### src/rtl/study_judge.sv
// Study-mode judge: fetches expected notes, debounces key/pitch presses and scores each note.
// Optional feature: define STUDY_TIMEOUT_EN to turn an unanswered note into a miss after TIMEOUT_MS.
module study_judge #(
   parameter int CLK_HZ      = 100_000_000,
   parameter int DEBOUNCE_MS = 20,
   parameter int TIMEOUT_MS  = 3000
) (
   input  logic       clk,
   input  logic       rst_n,
   input  logic       en,
   input  logic [6:0] key,
   input  logic [1:0] pitch,
   output logic       note_req,
   input  logic       exp_valid,
   input  logic [4:0] exp_note,
   input  logic       exp_end,
   output logic [7:0] led,
   output logic [7:0] score,
   output logic [7:0] miss,
   output logic       result_valid,
   output logic       result_hit,
   output logic       done
);

   localparam int DB_CYC  = CLK_HZ / 1000 * DEBOUNCE_MS;
   localparam int TO_CYC  = CLK_HZ / 1000 * TIMEOUT_MS;
   localparam int CNT_MAX = (DB_CYC > TO_CYC) ? DB_CYC : TO_CYC;
   localparam int CNT_W   = $clog2(CNT_MAX + 1);
   localparam logic [CNT_W-1:0] DB_LAST = CNT_W'(DB_CYC - 1);
   localparam logic [CNT_W-1:0] TO_LAST = CNT_W'(TO_CYC - 1);
`ifdef STUDY_TIMEOUT_EN
   localparam bit TO_EN = 1'b1;
`else
   localparam bit TO_EN = 1'b0;
`endif

   typedef enum logic [2:0] {
      S_IDLE,
      S_FETCH,
      S_WAIT_KEY,
      S_DEBOUNCE,
      S_JUDGE,
      S_WAIT_REL,
      S_DONE
   } state_t;

   typedef enum logic [1:0] {
      CNT_HOLD,
      CNT_CLR,
      CNT_INC
   } cnt_op_t;

   state_t           state, state_nxt;
   cnt_op_t          cnt_op;
   logic [CNT_W-1:0] cnt;
   logic             req_nxt;
   logic             latch_exp, latch_key;
   logic             to_fire, to_flag;

   logic [6:0] key_p0, key_p1;
   logic [1:0] pitch_p0, pitch_p1;
   logic [2:0] exp_idx;
   logic [1:0] exp_pitch;
   logic [6:0] key_lat;
   logic [1:0] pitch_lat;

   function automatic logic [7:0] sat_inc(input logic [7:0] v);
      return (v == 8'hFF) ? v : v + 8'd1;
   endfunction

   function automatic logic [6:0] idx_onehot(input logic [2:0] idx);
      return (idx == 3'd0) ? 7'd0 : 7'(7'd1 << (idx - 3'd1));
   endfunction

   function automatic logic is_hit(input logic [6:0] k, input logic [1:0] p,
                                   input logic [2:0] idx, input logic [1:0] ep);
      return (idx != 3'd0) && (k == idx_onehot(idx)) && (p == ep);
   endfunction

   // stage p0/p1: two-flop synchroniser for the raw switches
   always_ff @(posedge clk) begin
      key_p0   <= key;
      pitch_p0 <= pitch;
      key_p1   <= key_p0;
      pitch_p1 <= pitch_p0;
   end

   always_ff @(posedge clk) begin
      if (latch_exp) begin
         exp_idx   <= exp_note[2:0];
         exp_pitch <= exp_note[4:3];
      end
      if (latch_key) begin
         key_lat   <= key_p1;
         pitch_lat <= pitch_p1;
      end
   end

   always_comb begin
      state_nxt = state;
      cnt_op    = CNT_HOLD;
      req_nxt   = 1'b0;
      latch_exp = 1'b0;
      latch_key = 1'b0;
      to_fire   = 1'b0;
      case (state)
         S_IDLE: begin
            cnt_op = CNT_CLR;
            if (en) begin
               state_nxt = S_FETCH;
               req_nxt   = 1'b1;
            end
         end
         S_FETCH: begin
            if (exp_valid) begin
               if (exp_end) begin
                  state_nxt = S_DONE;
               end else if (exp_note[2:0] == 3'd0) begin
                  req_nxt = 1'b1;
               end else begin
                  latch_exp = 1'b1;
                  cnt_op    = CNT_CLR;
                  state_nxt = S_WAIT_KEY;
               end
            end
         end
         S_WAIT_KEY: begin
            // a press seen in the same cycle as the timeout takes priority
            if (key_p1 != 7'd0) begin
               latch_key = 1'b1;
               cnt_op    = CNT_CLR;
               state_nxt = S_DEBOUNCE;
            end else if (TO_EN && (cnt == TO_LAST)) begin
               to_fire   = 1'b1;
               state_nxt = S_JUDGE;
            end else if (TO_EN) begin
               cnt_op = CNT_INC;
            end
         end
         S_DEBOUNCE: begin
            if (key_p1 == 7'd0) begin
               cnt_op    = CNT_CLR;
               state_nxt = S_WAIT_KEY;
            end else if ({key_p1, pitch_p1} != {key_lat, pitch_lat}) begin
               latch_key = 1'b1;
               cnt_op    = CNT_CLR;
            end else if (cnt == DB_LAST) begin
               state_nxt = S_JUDGE;
            end else begin
               cnt_op = CNT_INC;
            end
         end
         S_JUDGE: begin
            cnt_op = CNT_CLR;
            if (to_flag) begin
               state_nxt = S_FETCH;
               req_nxt   = 1'b1;
            end else begin
               state_nxt = S_WAIT_REL;
            end
         end
         S_WAIT_REL: begin
            if (key_p1 != 7'd0) begin
               cnt_op = CNT_CLR;
            end else if (cnt == DB_LAST) begin
               state_nxt = S_FETCH;
               req_nxt   = 1'b1;
            end else begin
               cnt_op = CNT_INC;
            end
         end
         S_DONE: begin
            state_nxt = S_DONE;
         end
         default: begin
            state_nxt = S_IDLE;
         end
      endcase
      // leaving study mode abandons the session from any state
      if (!en) begin
         state_nxt = S_IDLE;
         req_nxt   = 1'b0;
         cnt_op    = CNT_CLR;
         to_fire   = 1'b0;
      end
   end

   always_ff @(posedge clk) begin
      if (rst_n) begin
         state    <= S_IDLE;
         cnt      <= '0;
         note_req <= 1'b0;
         to_flag  <= 1'b0;
      end else begin
         state    <= state_nxt;
         note_req <= req_nxt;
         to_flag  <= to_fire;
         case (cnt_op)
            CNT_CLR: cnt <= '0;
            CNT_INC: cnt <= cnt + CNT_W'(1);
            default: cnt <= cnt;
         endcase
      end
   end

   always_comb begin
      led          = 8'h00;
      result_valid = 1'b0;
      result_hit   = 1'b0;
      done         = 1'b0;
      case (state)
         S_WAIT_KEY: led = {1'b0, idx_onehot(exp_idx)};
         S_JUDGE: begin
            result_valid = 1'b1;
            result_hit   = !to_flag && is_hit(key_lat, pitch_lat, exp_idx, exp_pitch);
         end
         S_DONE: begin
            led  = 8'h80;
            done = 1'b1;
         end
         default: ;
      endcase
   end

   always_ff @(posedge clk) begin
      if (rst_n || !en) begin
         score <= 8'h00;
         miss  <= 8'h00;
      end else if (state == S_JUDGE) begin
         if (result_hit) score <= sat_inc(score);
         else            miss  <= sat_inc(miss);
      end
   end

endmodule

### config.mk
export PLATFORM = sky130hd
export DESIGN_NAME = study_judge
export DESIGN_NICKNAME = d
export VERILOG_FILES = /design/src/rtl/study_judge.sv
export SDC_FILE = /design/constraint.sdc
export NUM_CORES = 1
export LEC_CHECK = 0
export ABC_CLOCK_PERIOD_IN_PS = 3100
export CORE_ASPECT_RATIO = 0.8
export CORE_MARGIN = 4
export CORE_UTILIZATION = 49
export DETAILED_ROUTE_END_ITERATION = 16
export GPL_ROUTABILITY_DRIVEN = 0
export PLACE_DENSITY = 0.74
export SYNTH_ARGS = -nofsm -noshare
export SYNTH_HDL_FRONTEND = slang
export SYNTH_SLANG_ARGS = --single-unit
### constraint.sdc
create_clock -name clk -period 3.1 [get_ports clk]
set_input_delay 0.31 -clock clk [delete_from_list [all_inputs] [get_ports clk]]
set_output_delay 0.31 -clock clk [all_outputs]
set_load 0.01 [all_outputs]
==> results.yml <==
outcome:
  status: "finished clean"
cells_and_area:
  layout_common_cells: "dfxtp_1 (67), clkdlybuf4s50_1 (45), nor2_1 (37), buf_4 (33), nand2_1 (27)"
  fin_nets: 484
  finalInstanceArea_um2: 4670
  layout_commonest_cell: "dfxtp_1"
  multiInputGateArea_um2: 1890
  num_antenna_cells: 0
  fin_cells: 553
  syn_to_final_growth_pct: 28.5
  final_util: 0.662
  n_fill_cell: 577
  ff_latch_area_um2: 1760
  final_layout_size_suffix_gt1_frac: 0.159
place:
  dp_hpwl_mm: 5.55
  place_area_um2: 4340
  dp.cells: 528
  port_buffers: 46
setup_path:
  path_cells: "xnor2_1 > nand4_1 > nor4_4 > a31oi_1 > o31ai_1 > ha_1 > and4b_1 > and2_4 > nand3_4 > or2_4 > or3_4 > a21oi_2"
  cp_num_cells: 12
  rr_worst_depth: 12
  slowest_delay_ns: 0.41
  endpoint_kind: "flip-flop"
  critical_path_buf_inv_count: 0
  critPathMaxFanout: 7
  worstPathRequired_ns: 3.39
  critPathTopFamily: "simple AND/OR/NAND/NOR gates"
  rrSetupSlack_ns: 0.07
  arrival_ns: 3.32
  cp_slowest_cell: "edfxtp_1"
  setup.worst_path.class: "reg -> reg"
  startpoint_type: "flip-flop"
synthesis:
  syn_avg_cell_area_um2: 9.39
  async_flop_share: 0
  yosys_warnings: 0
  ys.flop_type: "dfxtp_1"
  synth-seq-area-share: 0.485
  synth-seq-cells: 81
  netlist_area_um2: 3630
  synth_edf_count: 14
  netlist_instances: 387
  synth_nets: 410
  ys_types: 58
clock_tree:
  clock_latency_ns: 0.35
  htree_levels: 3
  cts_root_buffer: "clkbuf_8"
  clockBufferDepth: 2
  cts.sinks: 81
  numCtsBuffers: 9
  clk_pin_slew_ns: 0.08
  cts_tree: "done"
  cts_hold_buf: 0
drt:
  drcViolationCount: 0
  vias: 3027
  post_drt_wl_per_cell_um: 14.0
  detail_route.vias_per_cell: 5.47
  drt-total-wl_mm: 7.73
  drtPass1Iterations: 4
  final_antenna_net_count: 0
  drtIter0Drc: 95
global_route:
  grt_overflow: 0
  track_usage: 0.183
  grtUsageMet1: 0.228
  top_usage_layer: "met2"
  antenna_found_initial: 0
  grt_pass1_vias: 2954
  met3_usage: 0.0510
  grt_pass1_wl_mm: 13.6
  grt_use_met2: 0.312
  grt_max_degree: 30
floorplanning:
  core_um2: 7060
  die-height_um: 85.0
  std_cell_rows: 27
  dieArea_um2: 8870
  initial_utilization: 0.515
  ios: 47
  die_x_um: 104
timing:
  min_period_ns: 3.03
  relSlewSlack: 0.525
  finalCritPeriodShare: 0.977
  slew_violations: 0
  skew_ns: 0.00450
  tightest_slew_ns: 0.710
  fin_tns_setup_ns: 0
  finalSetupViolations: 0
  rsz0062_at_grt: "yes"
  max_freq_mhz: 330
  hold_violations: 0
pwr:
  power_mw: 1.88
  power.leakage_nw: 1.62
  combPwrFrac: 0.046
  clkPwrFrac: 0.368
  ir_drop_v: 0.000251
  swShare: 0.237
  seqPwrFrac: 0.586
  p_sw_mw: 0.444
  pwr_density_cell_nw_per_um2: 402
  p_int_mw: 1.43
min_path:
  min_path_type: "reg -> reg"
  hold_depth: 0
flow_run:
  maxCapViolations: 0
[cells in the mapped netlist, types with 3 or more instances]
master,number,share of area
mux2i_1,3,0.0083
xor2_1,17,0.041
dfxtp_1,67,0.37
clkbuf_1,12,0.012
and2_1,5,0.0086
and3_1,9,0.015
o21ai_0,15,0.021
nor3b_1,3,0.0062
nor3_1,13,0.018
or4_1,3,0.0062
nand4_1,8,0.014
o31ai_1,5,0.010
inv_1,6,0.0062
nor2_1,38,0.039
nor2b_1,6,0.010
nor4_1,7,0.012
a21oi_1,23,0.032
nand3b_1,5,0.010
or3_1,11,0.019
nand2_1,27,0.028
edfxtp_1,14,0.12
ha_1,4,0.014
nand2b_1,6,0.010
xnor2_1,20,0.048
nor4b_1,3,0.0072
nand3_1,14,0.019
[worst paths after layout]
kind	from	endpoint
max	key_lat[1]$_DFFE_PP_	cnt[27]$_SDFFE_PP0P_
min	key_p0[4]$_DFF_P_	key_p1[4]$_DFF_P_
max reg2reg	key_lat[1]$_DFFE_PP_	cnt[27]$_SDFFE_PP0P_
min reg2reg	key_p0[4]$_DFF_P_	key_p1[4]$_DFF_P_
[power groups by stage]
stage                     Clock, mW  Combinational [mW]  Sequential (mW)
after floorplan                   0              0.0444             1.12
after global placement            0              0.0818             1.13
after detailed placement          0              0.0831             1.13
after CTS                     0.719              0.0840             1.10
after global routing          0.769              0.0944             1.10
final                         0.691              0.0857             1.10
[sequential cells by signal (all words and copies together) (netlist names)]
signal	cells
miss	8
key_p1	7
exp_pitch	2
score	8
key_p0	7
key_lat	7
exp_idx	3
cnt	29
pitch_p1	2
pitch_lat	2
pitch_p0	2
state	3
note_req	1
[logic make-up after synthesis]
family / synth area share
simple gates: 0.262
flops: 0.485
xor+xnor: 0.0892
compound gates: 0.116
fa+ha+maj: 0.0138
buf+inv: 0.0262
mux: 0.00826
[final cells by class]
| cell class | instances | area share |
|---|---|---|
| timing repair buffer | 79 | 0.152 |
| tap | 87 | 0.0233 |
| sequential | 81 | 0.377 |
| inverter | 6 | 0.00482 |
| clock buffer | 9 | 0.0265 |
| multi-input combinational | 284 | 0.405 |
| clock inverter | 7 | 0.0113 |
[routing by layer]
layer,wire (um),part of all wire,up-vias
met4,65,0.0084,0
met2,3730,0.48,49
met5,0,0,-
met1,3660,0.47,1429
li1,-,-,1540
met3,277,0.036,9
[repair_timing]
action,CTS,global route
buffers inserted,0,9
setup endpoints to repair,5,13
pin swaps,1,17
gates resized for setup,1,18
[stage by stage]
| stage | hold slack, ns | setup WS (ns) |
|---|---|---|
| global route | 0.338 | -0.179 |
| detailed placement | 0.312 | -0.00685 |
| finish | 0.332 | 0.0718 |
| floorplan | 0.310 | 0.0151 |
| global placement | 0.311 | 0.0867 |
| CTS | 0.332 | 0.000865 |
Note: power is estimated with default switching activity, not from simulation.
